### src/rtl/mult_div_unit_if.sv
// Issue/result bundle between the execute stage and the multiply/divide unit.
interface mult_div_unit_if #(parameter int WIDTH = 32);
    logic             start;
    logic [2:0]       op;
    logic [WIDTH-1:0] A;
    logic [WIDTH-1:0] B;
    logic             busy;
    logic             done;
    logic             div_by_zero;
    logic [WIDTH-1:0] hi;
    logic [WIDTH-1:0] lo;

    modport master (output start, op, A, B,
                    input  busy, done, div_by_zero, hi, lo);
    modport slave  (input  start, op, A, B,
                    output busy, done, div_by_zero, hi, lo);
endinterface

### src/rtl/mult_div_unit.sv
// Iterative MIPS multiply/divide unit owning HI/LO: one shift-add /
// restoring-subtract step per cycle on a shared 2*WIDTH accumulator.
module mult_div_unit #(
    parameter int WIDTH = 32
) (
    input logic             clk,
    input logic             rst_n,
    mult_div_unit_if.slave  bus
);
    localparam int CW = (WIDTH > 1) ? $clog2(WIDTH) : 1;

    typedef enum logic [1:0] {IDLE, CALC, FIX} state_t;

    state_t             state;
    state_t             state_next;
    logic [CW-1:0]      count;
    logic               is_div;
    logic               neg_main;
    logic               neg_rem;
    logic               b_zero;
    logic [WIDTH-1:0]   operand;
    logic [2*WIDTH-1:0] acc;
    logic [2*WIDTH-1:0] acc_step;

    logic [WIDTH-1:0]   hi_q;
    logic [WIDTH-1:0]   lo_q;
    logic               busy_q;
    logic               done_q;
    logic               dbz_q;

    logic               a_neg;
    logic               b_neg;
    logic [WIDTH-1:0]   mag_a;
    logic [WIDTH-1:0]   mag_b;
    logic [WIDTH:0]     mul_sum;
    logic [WIDTH:0]     div_trial;
    logic [WIDTH:0]     div_diff;
    logic [2*WIDTH-1:0] product;
    logic [WIDTH-1:0]   quotient;
    logic [WIDTH-1:0]   remainder;

    assign bus.hi          = hi_q;
    assign bus.lo          = lo_q;
    assign bus.busy        = busy_q;
    assign bus.done        = done_q;
    assign bus.div_by_zero = dbz_q;

    always_ff @(posedge clk) begin
        if (!rst_n) state <= IDLE;
        else        state <= state_next;
    end

    always_comb begin
        state_next = state;
        case (state)
            IDLE:    if (bus.start && !bus.op[2]) state_next = CALC;
            CALC:    if (count == '0) state_next = FIX;
            FIX:     state_next = IDLE;
            default: state_next = IDLE;
        endcase
    end

    // op[0]=0 selects the signed variants of both MULT and DIV.
    always_comb begin
        a_neg = bus.A[WIDTH-1] & ~bus.op[0];
        b_neg = bus.B[WIDTH-1] & ~bus.op[0];
        mag_a = a_neg ? -bus.A : bus.A;
        mag_b = b_neg ? -bus.B : bus.B;
    end

    // Divide shifts {rem,quot} left and trial-subtracts; multiply adds into the top half and shifts right.
    always_comb begin
        mul_sum   = {1'b0, acc[2*WIDTH-1:WIDTH]} + {1'b0, operand};
        div_trial = acc[2*WIDTH-1:WIDTH-1];
        div_diff  = div_trial - {1'b0, operand};
        acc_step  = acc;
        if (is_div) begin
            if (!div_diff[WIDTH])
                acc_step = {div_diff[WIDTH-1:0], acc[WIDTH-2:0], 1'b1};
            else
                acc_step = {div_trial[WIDTH-1:0], acc[WIDTH-2:0], 1'b0};
        end else begin
            if (acc[0])
                acc_step = {mul_sum, acc[WIDTH-1:1]};
            else
                acc_step = {1'b0, acc[2*WIDTH-1:1]};
        end
    end

    always_comb begin
        product   = neg_main ? -acc : acc;
        quotient  = neg_main ? -acc[WIDTH-1:0] : acc[WIDTH-1:0];
        remainder = neg_rem ? -acc[2*WIDTH-1:WIDTH] : acc[2*WIDTH-1:WIDTH];
    end

    always_ff @(posedge clk) begin
        if (!rst_n) begin
            count    <= '0;
            is_div   <= 1'b0;
            neg_main <= 1'b0;
            neg_rem  <= 1'b0;
            b_zero   <= 1'b0;
            operand  <= '0;
            acc      <= '0;
            hi_q     <= '0;
            lo_q     <= '0;
            busy_q   <= 1'b0;
            done_q   <= 1'b0;
            dbz_q    <= 1'b0;
        end else begin
            busy_q <= (state_next != IDLE);
            done_q <= 1'b0;
            dbz_q  <= 1'b0;
            case (state)
                IDLE: begin
                    if (bus.start && !bus.op[2]) begin
                        count    <= CW'(WIDTH - 1);
                        is_div   <= bus.op[1];
                        neg_main <= a_neg ^ b_neg;
                        neg_rem  <= a_neg;
                        b_zero   <= (bus.B == '0);
                        if (bus.op[1]) begin
                            acc     <= {{WIDTH{1'b0}}, mag_a};
                            operand <= mag_b;
                        end else begin
                            acc     <= {{WIDTH{1'b0}}, mag_b};
                            operand <= mag_a;
                        end
                    end else if (bus.start && !bus.op[1]) begin
                        if (bus.op[0]) lo_q <= bus.A;
                        else           hi_q <= bus.A;
                        done_q <= 1'b1;
                    end
                end
                CALC: begin
                    acc   <= acc_step;
                    count <= count - 1'b1;
                end
                FIX: begin
                    done_q <= 1'b1;
                    if (is_div) begin
                        // A zero divisor leaves the dividend magnitude as remainder, so hi already equals A.
                        hi_q  <= remainder;
                        lo_q  <= b_zero ? {WIDTH{1'b1}} : quotient;
                        dbz_q <= b_zero;
                    end else begin
                        hi_q <= product[2*WIDTH-1:WIDTH];
                        lo_q <= product[WIDTH-1:0];
                    end
                end
                default: ;
            endcase
        end
    end
endmodule

### src/flat_wrapper.sv
// flat-port wrapper written by rule: the top's interface ports become plain ports
module mult_div_unit_flat 
#(
    parameter int WIDTH = 32
)
  (clk, rst_n, bus_start, bus_op, bus_A, bus_B, bus_busy, bus_done, bus_div_by_zero, bus_hi, bus_lo);
  mult_div_unit_if #(.WIDTH(WIDTH)) bus_i ();
  input logic clk;
  input logic rst_n;
  input wire logic [$bits(bus_i.start)-1:0] bus_start;
  input wire logic [$bits(bus_i.op)-1:0] bus_op;
  input wire logic [$bits(bus_i.A)-1:0] bus_A;
  input wire logic [$bits(bus_i.B)-1:0] bus_B;
  output wire logic [$bits(bus_i.busy)-1:0] bus_busy;
  output wire logic [$bits(bus_i.done)-1:0] bus_done;
  output wire logic [$bits(bus_i.div_by_zero)-1:0] bus_div_by_zero;
  output wire logic [$bits(bus_i.hi)-1:0] bus_hi;
  output wire logic [$bits(bus_i.lo)-1:0] bus_lo;
  assign bus_i.start = bus_start;
  assign bus_i.op = bus_op;
  assign bus_i.A = bus_A;
  assign bus_i.B = bus_B;
  assign bus_busy = bus_i.busy;
  assign bus_done = bus_i.done;
  assign bus_div_by_zero = bus_i.div_by_zero;
  assign bus_hi = bus_i.hi;
  assign bus_lo = bus_i.lo;
  mult_div_unit #(.WIDTH(WIDTH)) u_core (.clk(clk), .rst_n(rst_n), .bus(bus_i));
endmodule
### config.mk
export PLATFORM = sky130hd
export DESIGN_NAME = mult_div_unit_flat
export DESIGN_NICKNAME = d
export VERILOG_FILES = /design/src/rtl/mult_div_unit_if.sv /design/src/rtl/mult_div_unit.sv /design/src/flat_wrapper.sv
export SDC_FILE = /design/constraint.sdc
export NUM_CORES = 1
export LEC_CHECK = 0
export BUFFER_PORTS_ARGS = -buffer_cell sky130_fd_sc_hd__buf_2
export CAP_MARGIN = 0
export CORE_MARGIN = 2
export CORE_UTILIZATION = 65
export CTS_BUF_LIST = sky130_fd_sc_hd__clkbuf_4 sky130_fd_sc_hd__clkbuf_8
export CTS_CLUSTER_SIZE = 20
export DETAILED_ROUTE_END_ITERATION = 6
export PLACE_DENSITY = 0.84
export SLEW_MARGIN = 15
export SYNTH_ARGS = -nofsm -noshare
export SYNTH_HDL_FRONTEND = slang
export SYNTH_SLANG_ARGS = --single-unit
### constraint.sdc
create_clock -name clk -period 9.5 [get_ports clk]
set_input_delay 0.475 -clock clk [delete_from_list [all_inputs] [get_ports clk]]
set_output_delay 0.475 -clock clk [all_outputs]
set_load 0.05 [all_outputs]
; ---- Yosys cells after proc, flatten, opt, wreduce, memory -nomap -nowiden
; Index checks and enable logic that the tools add are counted.
[totals]
regBits = 174
in_bits = 70
output_inout_bits = 67
[classes]
add_sub_neg = 8
n_eq_ne = 7
mux = 31
bitwise = 4
reduce_logical = 15
[op_table]
columns = operator, n
row1 = 32-bit 2-to-1 mux, 15
row2 = 64-bit 2-to-1 mux, 5
row3 = 32-bit negator, 4
row4 = 32-bit case mux with 2 select lines, 2
row5 = 64-bit case mux with 2 select lines, 1
row6 = 64-bit negator, 1
row7 = 32-bit by 32-bit adder with 33-bit output, 1
row8 = 33-bit by 32-bit subtractor with 33-bit output, 1
row9 = 32-bit zero test, 1
row10 = 5-bit case mux with 2 select lines, 1
row11 = 4-bit AND reduction, 2
row12 = "2-bit inequality test, second input constant", 3
row13 = 2-bit nonzero test, 3
row14 = 5-bit zero test, 1
row15 = 5-bit 2-to-1 mux, 1
row16 = "5-bit by 1-bit subtractor with 5-bit output, second input constant", 1
row17 = 2-bit 2-to-1 mux, 2
row18 = "2-bit by 1-bit inequality test with 1-bit output, second input constant", 2
row19 = 2-bit case mux with 2 select lines, 1
row20 = 2-bit AND reduction, 2
row21 = 3-bit AND reduction, 1
row22 = 1-bit bitwise AND, 2
row23 = "2-bit by 1-bit equality test with 1-bit output, second input constant", 1
row24 = "2-bit equality test, second input constant", 1
row25 = other kinds (7), 10

; ---- Longest topological paths before layout
; Gate-level depths: netlist (run 1).
[logic_depth]
depth_word = 6
ltp_mapped = 15
mapped_depth_nobuf = 12

; ---- Least setup slack after synthesis (run 1)
; Ideal clock, no wire load.
[synth_path]
path_kind = reg-to-reg
startpoint = register u_core.acc[31]
endpoint = register u_core.acc[63]
setup_ps = 137
arrival_ps = 3120
setup_slack_ps = 6243
stages_incl_launch_ff = 16
path_cell_list = dfxtp_1 dlygate4sd1_1 inv_1 ha_1 fa_1 nor2b_1 o31a_1 o21ai_0 nand3_1 a21oi_1 o211ai_1 buf_2 buf_2 nor2_1 a221oi_1 a31oi_1
[synth_between]
elab_chain_len = 4
[synth_rtl]
columns = item, line_no
row1 = start: declaration, mult_div_unit.sv:22  ; logic [2*WIDTH-1:0] acc;
row2 = start signal: assignment, mult_div_unit.sv:123  ; acc <= {{WIDTH{1'b0}}, mag_a};
row3 = start signal: assignment, mult_div_unit.sv:126  ; acc <= {{WIDTH{1'b0}}, mag_b};
row4 = start signal: assignment, mult_div_unit.sv:136  ; acc <= acc_step;
row5 = 33-bit by 32-bit subtractor with 33-bit output, mult_div_unit.sv:75  ; div_diff = div_trial - {1'b0, operand};
row6 = 64-bit 2-to-1 mux, mult_div_unit.sv:78  ; if (!div_diff[WIDTH])
row7 = 64-bit 2-to-1 mux, mult_div_unit.sv:77  ; if (is_div) begin
row8 = 64-bit case mux with 2 select lines, mult_div_unit.sv:114  ; case (state)
; No other way between the ends.
; A chain may end at the register's enable or synchronous reset.

; ---- Worst setup path after layout (run 1)
[layout_path]
startpoint = register u_core.acc[1]
endpoint = register u_core.hi_q[6], in the netlist u_core.bus.hi[6]
[layout_between]
elab_chain_len = 4
[layout_rtl]
columns = item, line_no
row1 = 64-bit negator, mult_div_unit.sv:91  ; product = neg_main ? -acc : acc;
row2 = 64-bit 2-to-1 mux, mult_div_unit.sv:91
row3 = 32-bit 2-to-1 mux, mult_div_unit.sv:141  ; if (is_div) begin
row4 = 32-bit case mux with 2 select lines, mult_div_unit.sv:114
row5 = end signal: assignment, mult_div_unit.sv:131  ; else hi_q <= bus.A;
row6 = end signal: assignment, mult_div_unit.sv:143  ; hi_q <= remainder;
row7 = end signal: assignment, mult_div_unit.sv:147  ; hi_q <= product[2*WIDTH-1:WIDTH];
row8 = end: declaration, mult_div_unit.sv:25  ; logic [WIDTH-1:0] hi_q;
; No other way between the ends.

==> results of run 1 <==
## sequential cells by signal (all words and copies together), names as in the netlist, 2 cells and up
signal	flops
u_core.count	5
u_core.bus.lo	32
u_core.state	2
u_core.acc	64
u_core.bus.hi	32
u_core.operand	32
## synth_stat cells, drive strengths merged, types with 5 or more instances
library cell,n
a211o,12
a211oi,56
a21o,31
a21oi,232
a221oi,10
a22o,7
a311oi,14
a31oi,20
a32o,9
a41oi,5
and2,8
and3,10
and4,5
buf,22
clkbuf,132
dfxtp,174
ha,69
inv,62
mux2,7
mux2i,49
nand2,222
nand2b,21
nand3,36
nand4,10
nor2,145
nor2b,19
nor3,36
nor4,22
o211a,5
o211ai,42
o21a,10
o21ai,140
o21bai,7
o221ai,44
o31a,5
o31ai,25
o41ai,20
or2,9
or3,13
or4,14
xnor2,105
xor2,57
## layer usage
layer | track usage, % | vias to the layer above | part of all wire, %
met2 | 67.5 | 1085 | 44
met4 | 23.4 | 2 | 6.0
li1 | - | 7356 | -
met5 | 0 | - | 0.10
met1 | 56.5 | 7447 | 39
met3 | 8.21 | 208 | 12
## critical path, stage by stage (launching register included)
cell      delay [ns]
dfxtp_1         0.38
inv_1           0.15
ha_1            0.19
or3b_2          0.50
nor2_1          0.27
nand3_1         0.30
o41ai_4         0.98
a31oi_1         0.24
xnor2_1         0.50
a211oi_1        0.17
a21oi_1         0.16
nor2_1          0.05
## worst max path at each step
stage | from | end | slack [ns] | depth (start not counted)
finish | u_core.acc[1] | u_core.bus.hi[6] | 5.49 | 11
CTS | u_core.acc[38] | u_core.acc[37] | 5.65 | 11
global placement | u_core.acc[1] | u_core.bus.hi[6] | 5.62 | 11
detailed placement | u_core.acc[38] | u_core.acc[37] | 5.66 | 11
floorplan | u_core.acc[31] | u_core.acc[63] | 6.24 | 15
global route | u_core.acc[38] | u_core.acc[63] | 5.29 | 11
## logic make-up after synthesis
group,share of synthesized area [%]
mux,3.88
xor+xnor,9.67
simple gates,18.5
fa+ha+maj,6.16
buf+inv,5.77
compound gates,32.3
flops,23.7
## layout make-up
type,count,area [um^2],area share [%]
sequential,174,3490,22.2
clock buffer,18,248,1.58
tap,280,350,2.23
clock inverter,14,169,1.08
inverter,62,234,1.49
multi-input combinational,1591,10400,66.1
timing repair buffer,157,838,5.34
## power by group
part | total, mW | leakage [nW] | internal, mW | switching, mW
combinational | 0.765 | 4.69 | 0.267 | 0.498
sequential | 0.838 | 1.42 | 0.772 | 0.0660
clock | 0.576 | 0.211 | 0.230 | 0.346
==> key figures, run 1 <==
Yosys
  • Flops & latches, synth: between 150 and 200
  • Sequential share of the synthesized area: a little under a quarter
  • Netlist cell types: between 80 and 90
  • Number of enable flip-flop cells after synthesis: 0
  • Fraction of registers with async set or reset after synthesis: 0%
  • Yosys Warn Count: 0
  • Avg Cell Area, Syn: 7.40 um^2
  • Synthesized netlist cell count: just under 2000
  • Synth area leader: dfxtp_1
  • Biggest area contributors in the synthesized netlist: dfxtp_1, a21oi_1, xnor2_1
  • Area share of the largest cell type after synthesis: 23.7%
  • Most instantiated flip-flop cell in the synthesis netlist: dfxtp_1
  • Syn nets: roughly 2100
  • Cell area after technology mapping: 14700 um^2

CTS
  • Maximum root-to-sink buffer count: 2
  • Total of hold buffers inserted after clock tree synthesis: 0
  • H-tree levels: 4
  • Setup repair bufs after CTS: 0
  • Clock latency on the worst-skew pair: 0.50 ns
  • Clock net sink count: approximately 170
  • Clock transition at the registers of the reported paths: 0.11 ns
  • # resized after CTS: 0
  • Clock root cell: clkbuf_8
  • Clock tree from TritonCTS: built
  • CTS Buf Count: 17

Hold path
  • Path type of the worst min-delay path: primary input to register
  • Worst hold path cell count: 3
  • Worst Hold Launch: bus_A[30]
  • Worst Hold Endpoint: u_core.bus.hi[30]

Layout
  • Non-filler instance count after layout: roughly 2300
  • Fillcell total: around 1900
  • Layout Cell Area excl Fill: about 16000 um^2
  • Final core utilization: around 70%
  • Final antenna diode count: 0
  • Share of final-layout standard cells stronger than drive strength 1: a little under an eighth
  • Commonest non-fill, non-tap cells in the layout: a21oi_1, nand2_1, dfxtp_1, nor2_1, buf_2
  • Post-layout net count: between 2000 and 2500
  • Synth-to-Final Area Change: 7.05%
  • Leading cell type in the layout, fill and taps excluded: a21oi_1

Die
  • Chip Width: 154 um
  • Die Y-Extent: approximately 150 um
  • Placeable core area: ~22000 um^2
  • Site Rows: 54
  • Total die area: roughly 24000 um^2
  • Initial cell density of the core: roughly 67%
  • I/O pin total: ~140

Global route
  • Gr ovfl total: 0
  • Global router's overall resource usage: a little over two fifths
  • Wire length of the first global-routing pass: around 81000 um
  • Initial antenna violation count: 2
  • Vias in the first global route: approximately 15000
  • Largest net degree at the start of global routing: slightly below 90

STA
  • Worst hold slack: just over 0.3 ns
  • Peak clock frequency supported by timing: 250 MHz
  • Worst Skew: slightly above 0.03 ns
  • Portion of the clock cycle consumed by the worst path in the final layout: between 40% and 50%
  • Final Max Slew Viols: 0
  • Final setup violation count: 0
  • Setup repair after global routing missed its margin: no
  • Measured slew at the worst slew-check pin: 1.18 ns
  • Total negative slack: 0 ns
  • Final hold violation count: 0
  • Final critical delay including setup and external delays: roughly 4.0 ns
  • Post-route worst setup slack: 5.49 ns
  • Headroom to the max-slew limit: 21.5%

Placed design
  • Total half-perimeter wirelength after legalization and detailed placement: 38800 um
  • Worst slack at placement: roughly 5.7 ns
  • Placed cell area: approximately 15000 um^2
  • Post-placement cell count: roughly 2300
  • I/O Buffers: approximately 140
  • Placer's final routability congestion estimate: 1.05

Worst setup path
  • Number of cells traversed by the worst register-to-register path: 11
  • Worst Path Arrival: 4.38 ns
  • Capturing element type of the critical path: register
  • Worst setup path category: register to register
  • Category of the worst setup path launch point: register
  • Critical path required time: about 9.9 ns
  • End of the worst register-to-register path: u_core.bus.hi[6]
  • R2R Setup Slk: between 5 and 6 ns
  • Biggest fanout along the worst timing path: 16
  • Startpoint of the lowest-slack register-to-register path: u_core.acc[1]

Outcome
  • Violated checks: design-rule violations
  • Result of the run: complete, but fails checks

Power
  • Maximum resistive drop on vdd: just under 100 uV
  • Total leakage power: about 6.3 nW
  • Power Dens Cells: 139 nW/um^2
  • Total Power Consumption: roughly 2.2 mW

Drt
  • Via-to-Cell Ratio: around 7
  • Remaining number of nets flagged by the antenna check after routing: 0
  • Vias after detailed routing: between 15000 and 20000
  • Average detailed-routed wire length per instance: between 20 and 25 um
  • 1st-pass router iterations: 7
  • Initial detailed-routing violation count: between 2000 and 2500
  • # DRC: 2
  • Final wirelength: approximately 52000 um

Flow run
  • Number of max-capacitance violations reported: 0
Power figures use the tool's default switching activity.
==> run 2, diff against run 1 <==
--- a/config.mk
+++ b/config.mk
@@ -8,11 +8,11 @@
 export BUFFER_PORTS_ARGS = -buffer_cell sky130_fd_sc_hd__buf_2
 export CAP_MARGIN = 0
 export CORE_MARGIN = 2
-export CORE_UTILIZATION = 65
+export CORE_UTILIZATION = 57
 export CTS_BUF_LIST = sky130_fd_sc_hd__clkbuf_4 sky130_fd_sc_hd__clkbuf_8
 export CTS_CLUSTER_SIZE = 20
 export DETAILED_ROUTE_END_ITERATION = 6
-export PLACE_DENSITY = 0.84
+export PLACE_DENSITY = 0.78
 export SLEW_MARGIN = 15
 export SYNTH_ARGS = -nofsm -noshare
 export SYNTH_HDL_FRONTEND = slang
==> constraint.sdc (replaced) <==
create_clock -name clk -period 3.6 [get_ports clk]
set_input_delay 0.18 -clock clk [delete_from_list [all_inputs] [get_ports clk]]
set_output_delay 0.18 -clock clk [all_outputs]
set_load 0.05 [all_outputs]
==> run 2 against run 1 <==
Compared with the run above:
- the run now ends clean
- hold slack worse by 0.27 ns
- critical path depth unchanged
- sequential power rose to 2.6 times the previous value
- utilization down 7.1 points
- worst setup slack worse by 5.3 ns
- combinational power rose to 2.8 times the previous value
- flip-flop and latch count unchanged
- final cell count up 4.7%
- critical path type unchanged
==> key figures, run 2 (synthesis results as in run 1) <==
Outcome
  • Result of the run: complete, no violations

Worst setup path
  • Buffering stage count on the worst path with inverters included: 1 (unchanged)
  • Worst setup path category: register to register
  • Capturing element type of the critical path: register
  • Crit path cell chain: inv_1 -> ha_1 -> nand2_1 -> or4b_2 -> o21ai_2 -> nand3_2 -> a211o_1 -> o211ai_1 -> mux2_2 -> a2111oi_2 -> o21ai_0
  • Category of the worst setup path launch point: register
  • Critical path required time: 3.94 ns (-5.93 ns)
  • Biggest fanout along the worst timing path: 5 (-11)
  • End of the worst register-to-register path: u_core.acc[54]
  • Critical path's top delay family: compound AO/OA/AOI/OAI gates
  • Startpoint of the lowest-slack register-to-register path: u_core.operand[7]
  • Number of cells traversed by the worst register-to-register path: 11 (unchanged)
  • Crit-path slowest cell: or4b_2
  • Worst Path Arrival: 3.74 ns (-0.64 ns)
  • Critical path's largest stage delay: 0.64 ns (-0.34 ns)
  • R2R Setup Slk: 0.19 ns (-5.30 ns)

Global route
  • Largest net degree at the start of global routing: 88 (-1.1%)
  • Vias in the first global route: 14644 (-0.21%)
  • Global Route met1 Usage: 51.8% (-4.7 points)
  • Initial antenna violation count: 0 (-2)
  • Global router's overall resource usage: 39.4% (-3.7 points)
  • Met2 GRT Util: 60.6% (-6.9 points)
  • Wire length of the first global-routing pass: 82200 um (+1.3%)
  • Gr ovfl total: 0 (unchanged)
  • Met3 Track Usage GR: 7.11% (-1.1 points)
  • Highest-utilization routing layer at the global route stage: met2

Layout
  • Share of final-layout standard cells stronger than drive strength 1: 14.1% (+2.6 points)
  • Max reg flops: 64 (unchanged)
  • Post-layout net count: 2202 (+2.7%)
  • Final antenna diode count: 0 (unchanged)
  • Register with the highest flop count: u_core.acc
  • Synth-to-Final Area Change: 10.9%
  • Commonest non-fill, non-tap cells in the layout: a21oi_1, nand2_1, dfxtp_1, nor2_1, buf_2
  • Leading cell type in the layout, fill and taps excluded: a21oi_1
  • Fillcell total: 2295 (+20%)
  • Final core utilization: 64.4% (-7.1 points)

STA
  • Setup repair after global routing missed its margin: no
  • Portion of the clock cycle consumed by the worst path in the final layout: 94.6% (+52 points)
  • Headroom to the max-slew limit: 33.9% (+12 points)
  • Final Max Slew Viols: 0 (unchanged)
  • Peak clock frequency supported by timing: 294 MHz (+18%)
  • Final critical delay including setup and external delays: 3.41 ns (-0.601 ns)
  • Total negative slack: 0 ns (unchanged)
  • Measured slew at the worst slew-check pin: 0.989 ns (-0.186 ns)
  • Worst Skew: 0.0255 ns (-0.00494 ns)
  • Worst hold slack: 0.0353 ns (-0.268 ns)
  • Final setup violation count: 0 (unchanged)
  • Final hold violation count: 0 (unchanged)

Drt
  • Initial detailed-routing violation count: 2060 (-4.0%)
  • # DRC: 0 (-2)
  • Remaining number of nets flagged by the antenna check after routing: 0 (unchanged)
  • 1st-pass router iterations: 7 (unchanged)
  • Vias after detailed routing: 16158 (+0.37%)
  • Average detailed-routed wire length per instance: 22.4 um (-2.2%)
  • Via-to-Cell Ratio: 6.72 (-4.1%)
  • Final wirelength: 53700 um (+2.4%)

CTS
  • Clock net sink count: 174 (unchanged)
  • Clock root cell: clkbuf_8
  • Maximum root-to-sink buffer count: 2 (unchanged)
  • Setup repair bufs after CTS: 0 (unchanged)
  • CTS Buf Count: 17 (unchanged)
  • H-tree levels: 4 (unchanged)
  • Clock latency on the worst-skew pair: 0.48 ns (-0.02 ns)
  • Clock tree from TritonCTS: built
  • Clock transition at the registers of the reported paths: 0.11 ns (about the same)

Die
  • Placeable core area: 25300 um^2 (+15%)
  • Initial cell density of the core: 58.1% (-8.7 points)
  • Chip Width: 164 um (+6.6%)
  • Die Y-Extent: 164 um (+6.6%)
  • I/O pin total: 137 (unchanged)
  • Site Rows: 58 (+7.4%)
  • Total die area: 27000 um^2 (+14%)

Power
  • Power Dens Cells: 365 nW/um^2 (+160%)
  • Total Power Consumption: 5.93 mW (+170%)
  • Total leakage power: 6.65 nW (+5.3%)
  • Maximum resistive drop on vdd: 235 uV (+150%)

Flow run
  • Number of max-capacitance violations reported: 0 (unchanged)

Placed design
  • I/O Buffers: 136 (unchanged)
  • Total half-perimeter wirelength after legalization and detailed placement: 40800 um (+5.2%)
  • Placer's final routability congestion estimate: 0.994 (-5.0%)

Hold path
  • Worst Hold Endpoint: u_core.bus.hi[30]
  • Worst Hold Launch: bus_A[30]
  • Worst hold path cell count: 3 (unchanged)
  • Path type of the worst min-delay path: primary input to register
==> run 2: changes by cell type in the layout (fill, tap and decap cells not counted), sizes merged <==
cell    before  now
clkinv       8    2
buf        157  215
clkbuf      18   20
bufinv       1    4
inv         67   68
==> run 2: final cells by class <==
class                           instances  area [um^2]  area share (%)
Clock inverter                         12          195            1.20
Inverter                               62          233            1.43
Clock buffer                           20          263            1.62
Sequential cell                       174         3490            21.4
Multi-Input combinational cell       1591        10400            63.9
Timing Repair Buffer                  215         1290            7.91
Tap cell                              330          413            2.54
==> run 2: how the worst max path moves through the flow <==
stage	cells after the start	to	slack, ns	startpoint
final	11	u_core.acc[54]	0.19	u_core.operand[7]
after global routing	11	u_core.acc[54]	0.02	u_core.operand[7]
after CTS	11	u_core.acc[54]	0.08	u_core.operand[7]
after detailed placement	11	u_core.acc[54]	0.0003	u_core.operand[7]
after global placement	11	u_core.acc[54]	0.11	u_core.operand[7]
after floorplan	15	u_core.acc[63]	0.34	u_core.acc[31]
==> run 2: what timing repair did <==
item	CTS	global route
resized for setup	1	6
pin swaps	0	1
endpoints found under the setup margin	1	12
cloned	0	0
hold buffers	0	0
==> run 2: per-layer routing <==
metal,up-vias,wire (um)
li1,7469,-
met2,941,23600
met1,7572,21200
met5,-,0
met4,0,3550
met3,176,5480
==> run 2: worst register-to-register path, delay by kind of cell, from the launching register on <==
family	cells	cell delay, ns
flops	1	0.39
mux	1	0.41
compound gates	5	1.18
simple gates	3	0.91
buf+inv	1	0.06
fa+ha+maj	1	0.34
==> run 2: metrics by stage <==
step,setup slack (ns),cells,instance area [um^2]
final,0.195,2404,16300
after global routing,0.0175,2404,16300
after CTS,0.0807,2404,16200
after detailed placement,0.000327,2372,15800
after global placement,0.110,2372,15800
after floorplan,0.343,1982,14700
==> run 2: power by group <==
group / internal, mW / leakage [nW] / switching [mW]
clock: 0.812 / 0.234 / 0.825
combinational: 0.756 / 5.00 / 1.36
sequential: 2.04 / 1.42 / 0.145
total: 3.60 / 6.65 / 2.33
